<file path="src/rtl/fns_pkg.sv">
// Shared definitions for the FNS (Zeckendorf) encoder controller.
//   fns_state_e  : controller state encoding
//   fns_wgt_w    : weight/residue width for a given data width
//   fns_max_code : largest value representable in a code_w-bit codeword
package fns_pkg;

  typedef enum logic [1:0] {
    ST_INIT = 2'd0,
    ST_IDLE = 2'd1,
    ST_ENC  = 2'd2,
    ST_DONE = 2'd3
  } fns_state_e;

  // One extra bit so any weight above the largest input compares greater.
  function automatic int unsigned fns_wgt_w(input int unsigned data_w);
    return data_w + 1;
  endfunction

  // w0=1, w1=2, wk=wk-1+wk-2; the limit is w_code_w - 1.
  function automatic int unsigned fns_max_code(input int unsigned code_w);
    int unsigned a;
    int unsigned b;
    int unsigned t;
    a = 1;
    b = 2;
    for (int unsigned k = 2; k <= code_w; k++) begin
      t = a + b;
      a = b;
      b = t;
    end
    return b - 1;
  endfunction

endpackage

</file>
<file path="src/rtl/fns_enc_ctrl_if.sv">
// Handshake bundle between the data source, the encoder and the wire driver.
//   in_valid/in_ready/in_data            : binary word into the encoder
//   out_valid/out_ready/out_code/out_ovf : FNS codeword out of the encoder
//   master : source/sink side, slave : encoder side
interface fns_enc_ctrl_if #(
  parameter int unsigned DATA_W = 8,
  parameter int unsigned CODE_W = 12
);
  logic              in_valid;
  logic              in_ready;
  logic [DATA_W-1:0] in_data;
  logic              out_valid;
  logic              out_ready;
  logic [CODE_W-1:0] out_code;
  logic              out_ovf;

  modport master (
    output in_valid, in_data, out_ready,
    input  in_ready, out_valid, out_code, out_ovf
  );

  modport slave (
    input  in_valid, in_data, out_ready,
    output in_ready, out_valid, out_code, out_ovf
  );
endinterface

</file>
<file path="src/rtl/fns_greedy_step.sv">
// One MSB-first greedy Zeckendorf step (combinational).
//   res_i  : current residue        wk_i : weight of the current bit
//   skip_i : previous bit was set, so this bit is forced to 0
//   bit_c  : resolved code bit      res_c/skip_c : residue and skip for next bit
module fns_greedy_step #(
  parameter int unsigned W = 9
) (
  input  logic [W-1:0] res_i,
  input  logic [W-1:0] wk_i,
  input  logic         skip_i,
  output logic         bit_c,
  output logic [W-1:0] res_c,
  output logic         skip_c
);

  // A set bit always forces the next lower bit to 0, so "11" cannot appear.
  always_comb begin
    bit_c  = 1'b0;
    res_c  = res_i;
    skip_c = 1'b0;
    if (!skip_i && (res_i >= wk_i)) begin
      bit_c  = 1'b1;
      res_c  = res_i - wk_i;
      skip_c = 1'b1;
    end
  end

endmodule

</file>
<file path="src/rtl/fns_enc_ctrl.sv">
// Binary -> Fibonacci-numeral-system (Zeckendorf) encoder controller.
// Builds the weight table after reset (INIT), then encodes one word per
// request MSB first, one bit per cycle, with valid/ready on both sides.
//   clk, rst_n : clock, asynchronous active-low reset
//   bus        : fns_enc_ctrl_if.slave (input word / output codeword handshakes)
//   busy       : controller not in IDLE
// Optional: FNS_ENC_OVF_CHECK_EN enables out_ovf and zeroes out_code on overflow.
module fns_enc_ctrl
  import fns_pkg::*;
#(
  parameter int unsigned DATA_W = 8,
  parameter int unsigned CODE_W = 12
) (
  input  logic            clk,
  input  logic            rst_n,
  fns_enc_ctrl_if.slave   bus,
  output logic            busy
);

  localparam int unsigned   WGT_W = fns_wgt_w(DATA_W);
  localparam int unsigned   KW    = $clog2(CODE_W);
  localparam logic [KW-1:0] K_TOP = KW'(CODE_W - 1);

  fns_state_e        state_q, state_d;
  logic [KW-1:0]     k_q, k_d;
  logic [WGT_W-1:0]  res_q, res_d;
  logic [CODE_W-1:0] code_q, code_d;
  logic [CODE_W-1:0] out_code_q, out_code_d;
  logic              skip_q, skip_d;
  logic              in_ready_q, in_ready_d;
  logic              out_valid_q, out_valid_d;
  logic              busy_q, busy_d;
  logic [WGT_W-1:0]  wgt_q [CODE_W];
  logic [WGT_W-1:0]  wgt_d [CODE_W];
`ifdef FNS_ENC_OVF_CHECK_EN
  logic              out_ovf_q, out_ovf_d;
`endif

  logic [WGT_W:0]    wsum;
  logic [WGT_W-1:0]  wsat;
  logic              step_bit;
  logic [WGT_W-1:0]  step_res;
  logic              step_skip;

  // Shared weight adder: wk = wk-1 + wk-2, sticky saturation at all-ones.
  assign wsum = {1'b0, wgt_q[k_q - KW'(1)]} + {1'b0, wgt_q[k_q - KW'(2)]};
  assign wsat = wsum[WGT_W] ? '1 : wsum[WGT_W-1:0];

  fns_greedy_step #(.W(WGT_W)) u_step (
    .res_i  (res_q),
    .wk_i   (wgt_q[k_q]),
    .skip_i (skip_q),
    .bit_c  (step_bit),
    .res_c  (step_res),
    .skip_c (step_skip)
  );

  // State and datapath registers.
  always_ff @(posedge clk or negedge rst_n) begin
    if (!rst_n) begin
      state_q     <= ST_INIT;
      k_q         <= KW'(2);
      res_q       <= '0;
      code_q      <= '0;
      skip_q      <= 1'b0;
      out_code_q  <= '0;
      in_ready_q  <= 1'b0;
      out_valid_q <= 1'b0;
      busy_q      <= 1'b1;
      for (int unsigned i = 0; i < CODE_W; i++) begin
        wgt_q[i] <= WGT_W'(i == 0 ? 1 : (i == 1 ? 2 : 0));
      end
`ifdef FNS_ENC_OVF_CHECK_EN
      out_ovf_q   <= 1'b0;
`endif
    end else begin
      state_q     <= state_d;
      k_q         <= k_d;
      res_q       <= res_d;
      code_q      <= code_d;
      skip_q      <= skip_d;
      out_code_q  <= out_code_d;
      in_ready_q  <= in_ready_d;
      out_valid_q <= out_valid_d;
      busy_q      <= busy_d;
      wgt_q       <= wgt_d;
`ifdef FNS_ENC_OVF_CHECK_EN
      out_ovf_q   <= out_ovf_d;
`endif
    end
  end

  // Next-state and output decode.
  always_comb begin
    state_d    = state_q;
    k_d        = k_q;
    res_d      = res_q;
    code_d     = code_q;
    skip_d     = skip_q;
    out_code_d = out_code_q;
    wgt_d      = wgt_q;
`ifdef FNS_ENC_OVF_CHECK_EN
    out_ovf_d  = out_ovf_q;
`endif

    case (state_q)
      ST_INIT: begin
        wgt_d[k_q] = wsat;
        if (k_q == K_TOP) begin
          state_d = ST_IDLE;
        end else begin
          k_d = k_q + KW'(1);
        end
      end
      ST_IDLE: begin
        if (bus.in_valid && in_ready_q) begin
          res_d   = WGT_W'(bus.in_data);
          code_d  = '0;
          k_d     = K_TOP;
          skip_d  = 1'b0;
          state_d = ST_ENC;
        end
      end
      ST_ENC: begin
        code_d[k_q] = step_bit;
        res_d       = step_res;
        skip_d      = step_skip;
        if (k_q == '0) begin
          state_d    = ST_DONE;
          out_code_d = code_d;
`ifdef FNS_ENC_OVF_CHECK_EN
          // Leftover residue means the word exceeds the codeword range.
          out_ovf_d  = (step_res != '0);
          if (step_res != '0) begin
            out_code_d = '0;
          end
`endif
        end else begin
          k_d = k_q - KW'(1);
        end
      end
      ST_DONE: begin
        if (out_valid_q && bus.out_ready) begin
          state_d = ST_IDLE;
        end
      end
      default: state_d = ST_INIT;
    endcase

    in_ready_d  = (state_d == ST_IDLE);
    out_valid_d = (state_d == ST_DONE);
    busy_d      = (state_d != ST_IDLE);
  end

  assign bus.in_ready  = in_ready_q;
  assign bus.out_valid = out_valid_q;
  assign bus.out_code  = out_code_q;
  assign busy          = busy_q;
`ifdef FNS_ENC_OVF_CHECK_EN
  assign bus.out_ovf   = out_ovf_q;
`else
  assign bus.out_ovf   = 1'b0;
`endif

endmodule

</file>
<file path="src/flat_wrapper.sv">
// flat-port wrapper written by rule: the top's interface ports become plain ports
module fns_enc_ctrl_flat import fns_pkg::*;
#(
  parameter int unsigned DATA_W = 8,
  parameter int unsigned CODE_W = 12
)
  (clk, rst_n, busy, bus_in_valid, bus_in_data, bus_out_ready, bus_in_ready, bus_out_valid, bus_out_code, bus_out_ovf);
  fns_enc_ctrl_if #(.DATA_W(DATA_W), .CODE_W(CODE_W)) bus_i ();
  input  logic clk;
  input  logic rst_n;
  output logic busy;
  input wire logic [$bits(bus_i.in_valid)-1:0] bus_in_valid;
  input wire logic [$bits(bus_i.in_data)-1:0] bus_in_data;
  input wire logic [$bits(bus_i.out_ready)-1:0] bus_out_ready;
  output wire logic [$bits(bus_i.in_ready)-1:0] bus_in_ready;
  output wire logic [$bits(bus_i.out_valid)-1:0] bus_out_valid;
  output wire logic [$bits(bus_i.out_code)-1:0] bus_out_code;
  output wire logic [$bits(bus_i.out_ovf)-1:0] bus_out_ovf;
  assign bus_i.in_valid = bus_in_valid;
  assign bus_i.in_data = bus_in_data;
  assign bus_i.out_ready = bus_out_ready;
  assign bus_in_ready = bus_i.in_ready;
  assign bus_out_valid = bus_i.out_valid;
  assign bus_out_code = bus_i.out_code;
  assign bus_out_ovf = bus_i.out_ovf;
  fns_enc_ctrl #(.DATA_W(DATA_W), .CODE_W(CODE_W)) u_core (.clk(clk), .rst_n(rst_n), .bus(bus_i), .busy(busy));
endmodule
</file>
<file path="config.mk">
export PLATFORM = sky130hd
export DESIGN_NAME = fns_enc_ctrl_flat
export DESIGN_NICKNAME = d
export VERILOG_FILES = /design/src/rtl/fns_pkg.sv /design/src/rtl/fns_enc_ctrl_if.sv /design/src/rtl/fns_greedy_step.sv /design/src/rtl/fns_enc_ctrl.sv /design/src/flat_wrapper.sv
export SDC_FILE = /design/constraint.sdc
export NUM_CORES = 1
export LEC_CHECK = 0
export ABC_AREA = 1
export BUFFER_PORTS_ARGS = -buffer_cell sky130_fd_sc_hd__buf_4
export CORE_MARGIN = 1.5
export CORE_UTILIZATION = 30
export CTS_BUF_LIST = sky130_fd_sc_hd__clkbuf_16
export DETAILED_ROUTE_END_ITERATION = 10
export GPL_TIMING_DRIVEN = 1
export RECOVER_POWER = 50
export SLEW_MARGIN = 5
export SYNTH_ARGS = -nofsm -noshare
export SYNTH_HDL_FRONTEND = slang
export SYNTH_SLANG_ARGS = --single-unit
</file>
<file path="constraint.sdc">
create_clock -name clk -period 3.6 [get_ports clk]
set_clock_uncertainty 0.15 [all_clocks]
set_input_delay 0.18 -clock clk [delete_from_list [all_inputs] [get_ports clk]]
set_output_delay 0.18 -clock clk [all_outputs]
set_load 0.1 [all_outputs]
</file>
==> results of run 1 <==
==> cell families after synthesis <==
| logic type | Yosys count |
|---|---|
| flip-flops | 150 |
| AO/OA/AOI/OAI | 305 |
| buffers and inverters | 201 |
| AND/OR/NAND/NOR | 700 |
| multiplexers | 17 |
| XOR/XNOR | 7 |
| other | 1 |
| adder cells (fa/ha/maj) | 31 |
==> through the flow <==
step / area, µm² / setup slack, ps / utilization (%) / hold WS (ps) / TNS (ps)
after floorplan: 9700 / 8.65 / - / -266 / 0
after global placement: 10800 / -159 / 34.2 / 90.1 / -2840
after detailed placement: 10800 / -149 / 34.2 / 92.1 / -3470
after CTS: 11500 / 14.1 / 36.5 / 18.6 / 0
after global routing: 11800 / -27.8 / 37.2 / 28.2 / -123
final: 11800 / 180 / 37.2 / 6.19 / 0
==> sequential cells by signal (all words and copies together), names as in the netlist <==
register / count
u_core.state_q: 2
u_core.bus.out_code: 12
u_core.wgt_q: 108
u_core.skip_q: 1
u_core.code_q: 11
u_core.busy: 1
u_core.bus.in_ready: 1
u_core.bus.out_valid: 1
u_core.k_q: 4
u_core.res_q: 9
==> metal layers <==
layer	global-route usage (%)	share of wire [%]	vias to the layer above	wire [µm]
met2	29.8	47	255	14200
met3	2.81	5.0	28	1510
met1	24.3	46	4497	13800
li1	-	-	4742	-
met4	5.26	1.5	0	444
met5	0	0	-	0
==> tightest hold or removal path, cell delays in order <==
cell     delay (ps)
buf_4            80
nand2_1          80
nand2_1          80
nand3_1          80
nand2_1          70
==> cells in the final DEF (no fill, tap or decap), types with 7 or more instances in the layout <==
cell type	count
dlygate4sd3_1	8
nor2_1	61
a31oi_1	10
clkbuf_16	21
inv_2	12
or2_2	13
o21ai_0	179
nor2_2	7
inv_1	108
a21oi_1	47
ha_1	24
mux2i_1	15
o211ai_1	14
dfrtp_1	145
o21ai_1	40
buf_4	96
nand3_1	112
clkbuf_1	14
nand2_1	485
==> what timing repair did <==
action / 4_1_cts / 5_1_grt
pin swaps: 0 / 9
endpoints found under the hold margin: 74 / 0
gates resized for setup: 14 / 54
setup buffers: 0 / 5
hold buffers: 8 / 0
gates cloned: 1 / 5
endpoints found under the setup margin: 71 / 141
==> area by class of cell <==
type | instances | area [µm²]
sequential | 150 | 3760
tap | 402 | 503
clock buffer | 17 | 425
fill | 3269 | 19900
timing repair buffer | 137 | 1190
clock inverter | 15 | 155
inverter | 122 | 463
multi-input combinational | 1061 | 5280
==> final timing paths <==
| path | startpoint | end | slack (ps) |
|---|---|---|---|
| setup / recovery | u_core.k_q[0] | u_core.res_q[4] | 180 |
| hold / removal | bus_in_data[7] | u_core.res_q[7] | 6 |
| setup reg to reg | u_core.k_q[0] | u_core.res_q[4] | 180 |
| hold reg to reg | u_core.code_q[6] | u_core.code_q[6] | 320 |
| max in group asynchronous | rst_n | u_core.wgt_q[96] | 1480 |
| min in group asynchronous | rst_n | u_core.wgt_q[19] | 600 |
==> out/metrics.cfg, run 1 <==
[critical_path]
path_cells=buf_4 -> clkbuf_16 -> nand2_1 -> o21ai_0 -> buf_4 -> o211ai_1 -> nand3_1 -> buf_4 -> fa_1 -> nor2_1 -> nor2_1 -> or2_2 -> a31oi_1 -> nand3_1 -> nand2_1
cp_common_cell=buf_4
cp_top_family=simple AND/OR/NAND/NOR gates
crit_cells=15
max_stage_delay_ps=520
slowest_stage=dfrtp_4
arrival_ps=3650
reg2regPathDepth=15
crit_type=register to register
endpoint_kind=register
start_kind=register
cp_data_required_time_ps=3830
cp_max_fo=14
cp.buffers_inverters=4

[synthesis]
ys_seq_elements=150
synthSimpleGateAreaFrac_pct=29.9
synth_top_family_by_area=simple AND/OR/NAND/NOR gates
synthMostInstantiatedCell=nand2_1
synthArstFlopShare_pct=100
synth-xor-area-share_pct=0.633
synth-compound-area-share_pct=16.4
syn_inst=1412
ys_top_cells_by_count=nand2_1 (488), o21ai_0 (199), dfrtp_1 (146)
ys.flop_type=dfrtp_1
netlist-cell-type-count=39
yosysSeqAreaShare_pct=38.8
synth_top_area_share_pct=37.7
syn-num-nets=1455
yosys-top-cells-area=dfrtp_1 (38%), nand2_1 (19%), o21ai_0 (10%)
syn-cell-area_um2=9690
synthMuxAreaShare_pct=1.76
synth_edf_count=0
synthAdderAreaFrac_pct=4.16
yosysTopAreaCell=dfrtp_1
ys_warn_count=0
postSynthAreaPerCell_um2=6.86

[floorplan]
dieArea_um2=33400
die_x_um=183
fp.dieH_um=183
start_util_pct=30.6
coreArea_um2=31600
num_rows=65
ios=28

[hold_path]
hold_path_depth=5
hold_path.class=primary input to register

[placement]
place.gp.congestion=0.897
hpwl_um=21300
dp_cells=1853
io_buffers=26

[clock_tree]
cts_tree=yes
insertion_delay_ps=440
clk_path_buf_depth=2
cts_root_buf=clkbuf_16
path_clk_slew_ps=70
cts_inserted_buffers=17
htree_levels=4
cts.sinks=150

[run_status]
violations=capacitance limit, slew limit
run_status=finished, violations left

[final_layout]
layout-drive-gt1-share_pct=14.3
antenna-diode-count=0
syn2layout_area_growth_pct=21.6
fin_nets=1532
stdcell_count=1904

[drt]
remaining_drc_errors=0
num_vias=9522
drtIter0Drc=752
viasPerCell=5.00
routedWlPerCell_um=15.7
first_pass_iters=7
ant_nets=0
postRouteWirelength_um=30000

[timing]
fin_crit_sh_pct=95.0
hold_viol=0
slew_headroom_pct=-21.9
fin_crit_ps=3420
finalSetupViolCount=0
worstMarginPinSlew_ps=1830
finalMaxSlewViolations=70
clock.fmax_ghz=0.292

[grt]
overflow=0
antenna_found_initial=0
grt_pass1_vias=8922
grt_usage_pct=18.0
grt_max_degree=82
grt_pass1_wl_um=47500

[job]
drv_cap=1

Power of run 1 is left out: the tool's default activity adds up to more than one toggle a clock period on the data nets, which glitch-free logic cannot reach.
==> inputs of run 2 (changes only) <==
CELL_PAD_IN_SITES_DETAIL_PLACEMENT = 1   (was unset)
CELL_PAD_IN_SITES_GLOBAL_PLACEMENT = 1   (was unset)
PLACE_DENSITY_LB_ADDON = 0.1   (was unset)
==> out/metrics.cfg, run 2 (synthesized netlist as in run 1, its figures left out) <==
[run_status]
run_status=finished, violations left
violations=capacitance limit, slew limit

[drt]
remaining_drc_errors=0  ; unchanged
first_pass_iters=5  ; -2
ant_nets=0  ; unchanged
routedWlPerCell_um=19.2  ; +22%
drtIter0Drc=518  ; -31%
viasPerCell=5.05  ; +0.90%
postRouteWirelength_um=36800  ; +23%
num_vias=9673  ; +1.6%

[floorplan]
ios=28  ; unchanged
coreArea_um2=31600  ; unchanged
num_rows=65  ; unchanged
start_util_pct=30.6  ; unchanged
dieArea_um2=33400  ; unchanged
fp.dieH_um=183  ; unchanged
die_x_um=183  ; unchanged

[final_layout]
largest_reg_flops=108  ; unchanged
finalInstanceArea_um2=12100  ; +2.9%
fin_nets=1545  ; +0.85%
max_flop_register=u_core.wgt_q
layout_common_cells=nand2_1 (479), o21ai_0 (148), dfrtp_1 (145)
final_common_cell=nand2_1
antenna-diode-count=0  ; unchanged
syn2layout_area_growth_pct=25.1
layout-drive-gt1-share_pct=17.2  ; +2.9 points

[grt]
grt_pass1_vias=9701  ; +8.7%
grt_max_degree=75  ; -8.5%
grt_usage_pct=22.1  ; +4.0 points
antenna_found_initial=0  ; unchanged
overflow=0  ; unchanged
grt_pass1_wl_um=56300  ; +19%

[clock_tree]
cts.sinks=150  ; unchanged
cts_root_buf=clkbuf_16
cts_tree=yes
cts_inserted_buffers=17  ; unchanged
clk_path_buf_depth=2  ; unchanged
path_clk_slew_ps=70  ; about the same
htree_levels=4  ; unchanged
insertion_delay_ps=450  ; about the same

[timing]
finalSetupViolCount=0  ; unchanged
worstMarginPinSlew_ps=1770  ; -63.4 ps
finalMaxSlewViolations=68  ; -2.9%
fin_ws_ps=97.3  ; -82.9 ps
slew_headroom_pct=-17.7  ; +4.2 points
clock.fmax_ghz=0.285  ; -2.4%
fin_crit_sh_pct=97.3  ; +2.3 points
hold_viol=0  ; unchanged
fin_crit_ps=3500  ; +82.9 ps

[placement]
hpwl_um=25400  ; +19%
place.gp.congestion=0.803  ; -10%
place_area_um2=10900  ; +0.90%
io_buffers=26  ; unchanged
pre_cts_slack_ps=-27.7  ; +121 ps

[critical_path]
start_kind=register
cp_top_family=buffers and inverters
arrival_ps=3680  ; +30 ps
r2r_start=u_core.k_q[1]
reg2regPathDepth=18  ; +3
rrSetupSlack_ps=100  ; -80 ps
max_stage_delay_ps=560  ; +40 ps
cp.buffers_inverters=7  ; +3
cp_max_fo=24  ; +10
r2r-end=u_core.wgt_q[77]
endpoint_kind=register
slowest_stage=dfstp_2
crit_type=register to register
path_cells=clkinvlp_4 -> ha_4 -> buf_12 -> buf_4 -> a31oi_2 -> o21ai_1 -> nand3_2 -> nand2_1 -> inv_1 -> ha_1 -> inv_2 -> o21bai_1 -> a21oi_2 -> nand3_2 -> buf_6 -> buf_12 -> o21ai_0 -> nand2_1
cp_data_required_time_ps=3780  ; -50 ps

[job]
drv_cap=1  ; unchanged

[hold_path]
hold_path.class=primary input to async pin

[run 2: cell types whose count changed in the layout (fill, tap and decap cells not counted), moves of 4 or more]
cell     delta
inv_1       -4
nand3_2    +10
nand3_1     -9
buf_6      +15
buf_4       -7
nand2_1     -6
inv_2       +5
o21ai_0    -31
o21ai_2     +5
buf_12      +4
o21ai_1    +26
nand2_2     +5
[run 2: metal layers]
metal / share of wire (%) / vias to the layer above / global-route usage, % / wire [µm]
li1: - / 4766 / - / -
met1: 52 / 4748 / 32.5 / 19100
met2: 44 / 138 / 34.4 / 16200
met3: 2.9 / 21 / 2.59 / 1070
met4: 1.2 / 0 / 5.39 / 444
met5: 0 / - / 0 / 0
[run 2: stage by stage]
| step | util, % | setup TNS, ps | std cells | hold slack [ps] |
|---|---|---|---|---|
| 4_1_cts | 36.7 | 0 | 1902 | 99.7 |
| 5_1_grt | 38.3 | -1060 | 1917 | 117 |
| 3_5_place_dp | 34.5 | -203 | 1861 | 9.23 |
| 6_report | 38.3 | 0 | 1917 | 68.2 |
| 3_3_place_gp | 34.5 | 0 | 1861 | 6.81 |
| 2_1_floorplan | - | 0 | 1412 | -266 |
[run 2: worst max path at each step]
stage	from	to	slack, ps	cells after the start
4_1_cts	u_core.k_q[1]	u_core.wgt_q[85]	20	19
6_report	u_core.k_q[1]	u_core.wgt_q[77]	100	18
5_1_grt	u_core.k_q[1]	u_core.wgt_q[74]	-40	21
3_5_place_dp	u_core.k_q[1]	u_core.wgt_q[85]	-30	19
3_3_place_gp	u_core.k_q[1]	u_core.wgt_q[103]	70	18
2_1_floorplan	u_core.k_q[0]	u_core.wgt_q[70]	9	23
[run 2: layout make-up]
cell class / instances / area (µm²)
Clock buffer: 17 / 425
Clock inverter: 15 / 153
Fill cell: 3913 / 19500
Inverter: 122 / 464
Multi-Input combinational cell: 1061 / 5440
Sequential cell: 150 / 3760
Tap cell: 402 / 503
Timing Repair Buffer: 150 / 1370
[run 2: timing repair]
action                     in CTS  in global routing
cloned                          0                  7
setup endpoints to repair      20                140
hold endpoints to repair       51                  0
resized for setup               2                159
setup buffers                   0                  9
pin swaps                       0                 29
hold buffers                    9                  0
[run 2: worst register-to-register path: stages, from the launching register on]
cell	delay (ps)
dfstp_2	560
clkinvlp_4	160
ha_4	370
buf_12	150
buf_4	130
a31oi_2	80
o21ai_1	130
nand3_2	140
nand2_1	80
inv_1	40
ha_1	330
inv_2	110
o21bai_1	90
a21oi_2	150
nand3_2	110
buf_6	160
buf_12	160
o21ai_0	210
nand2_1	80
Power of run 2 is left out for the same reason.
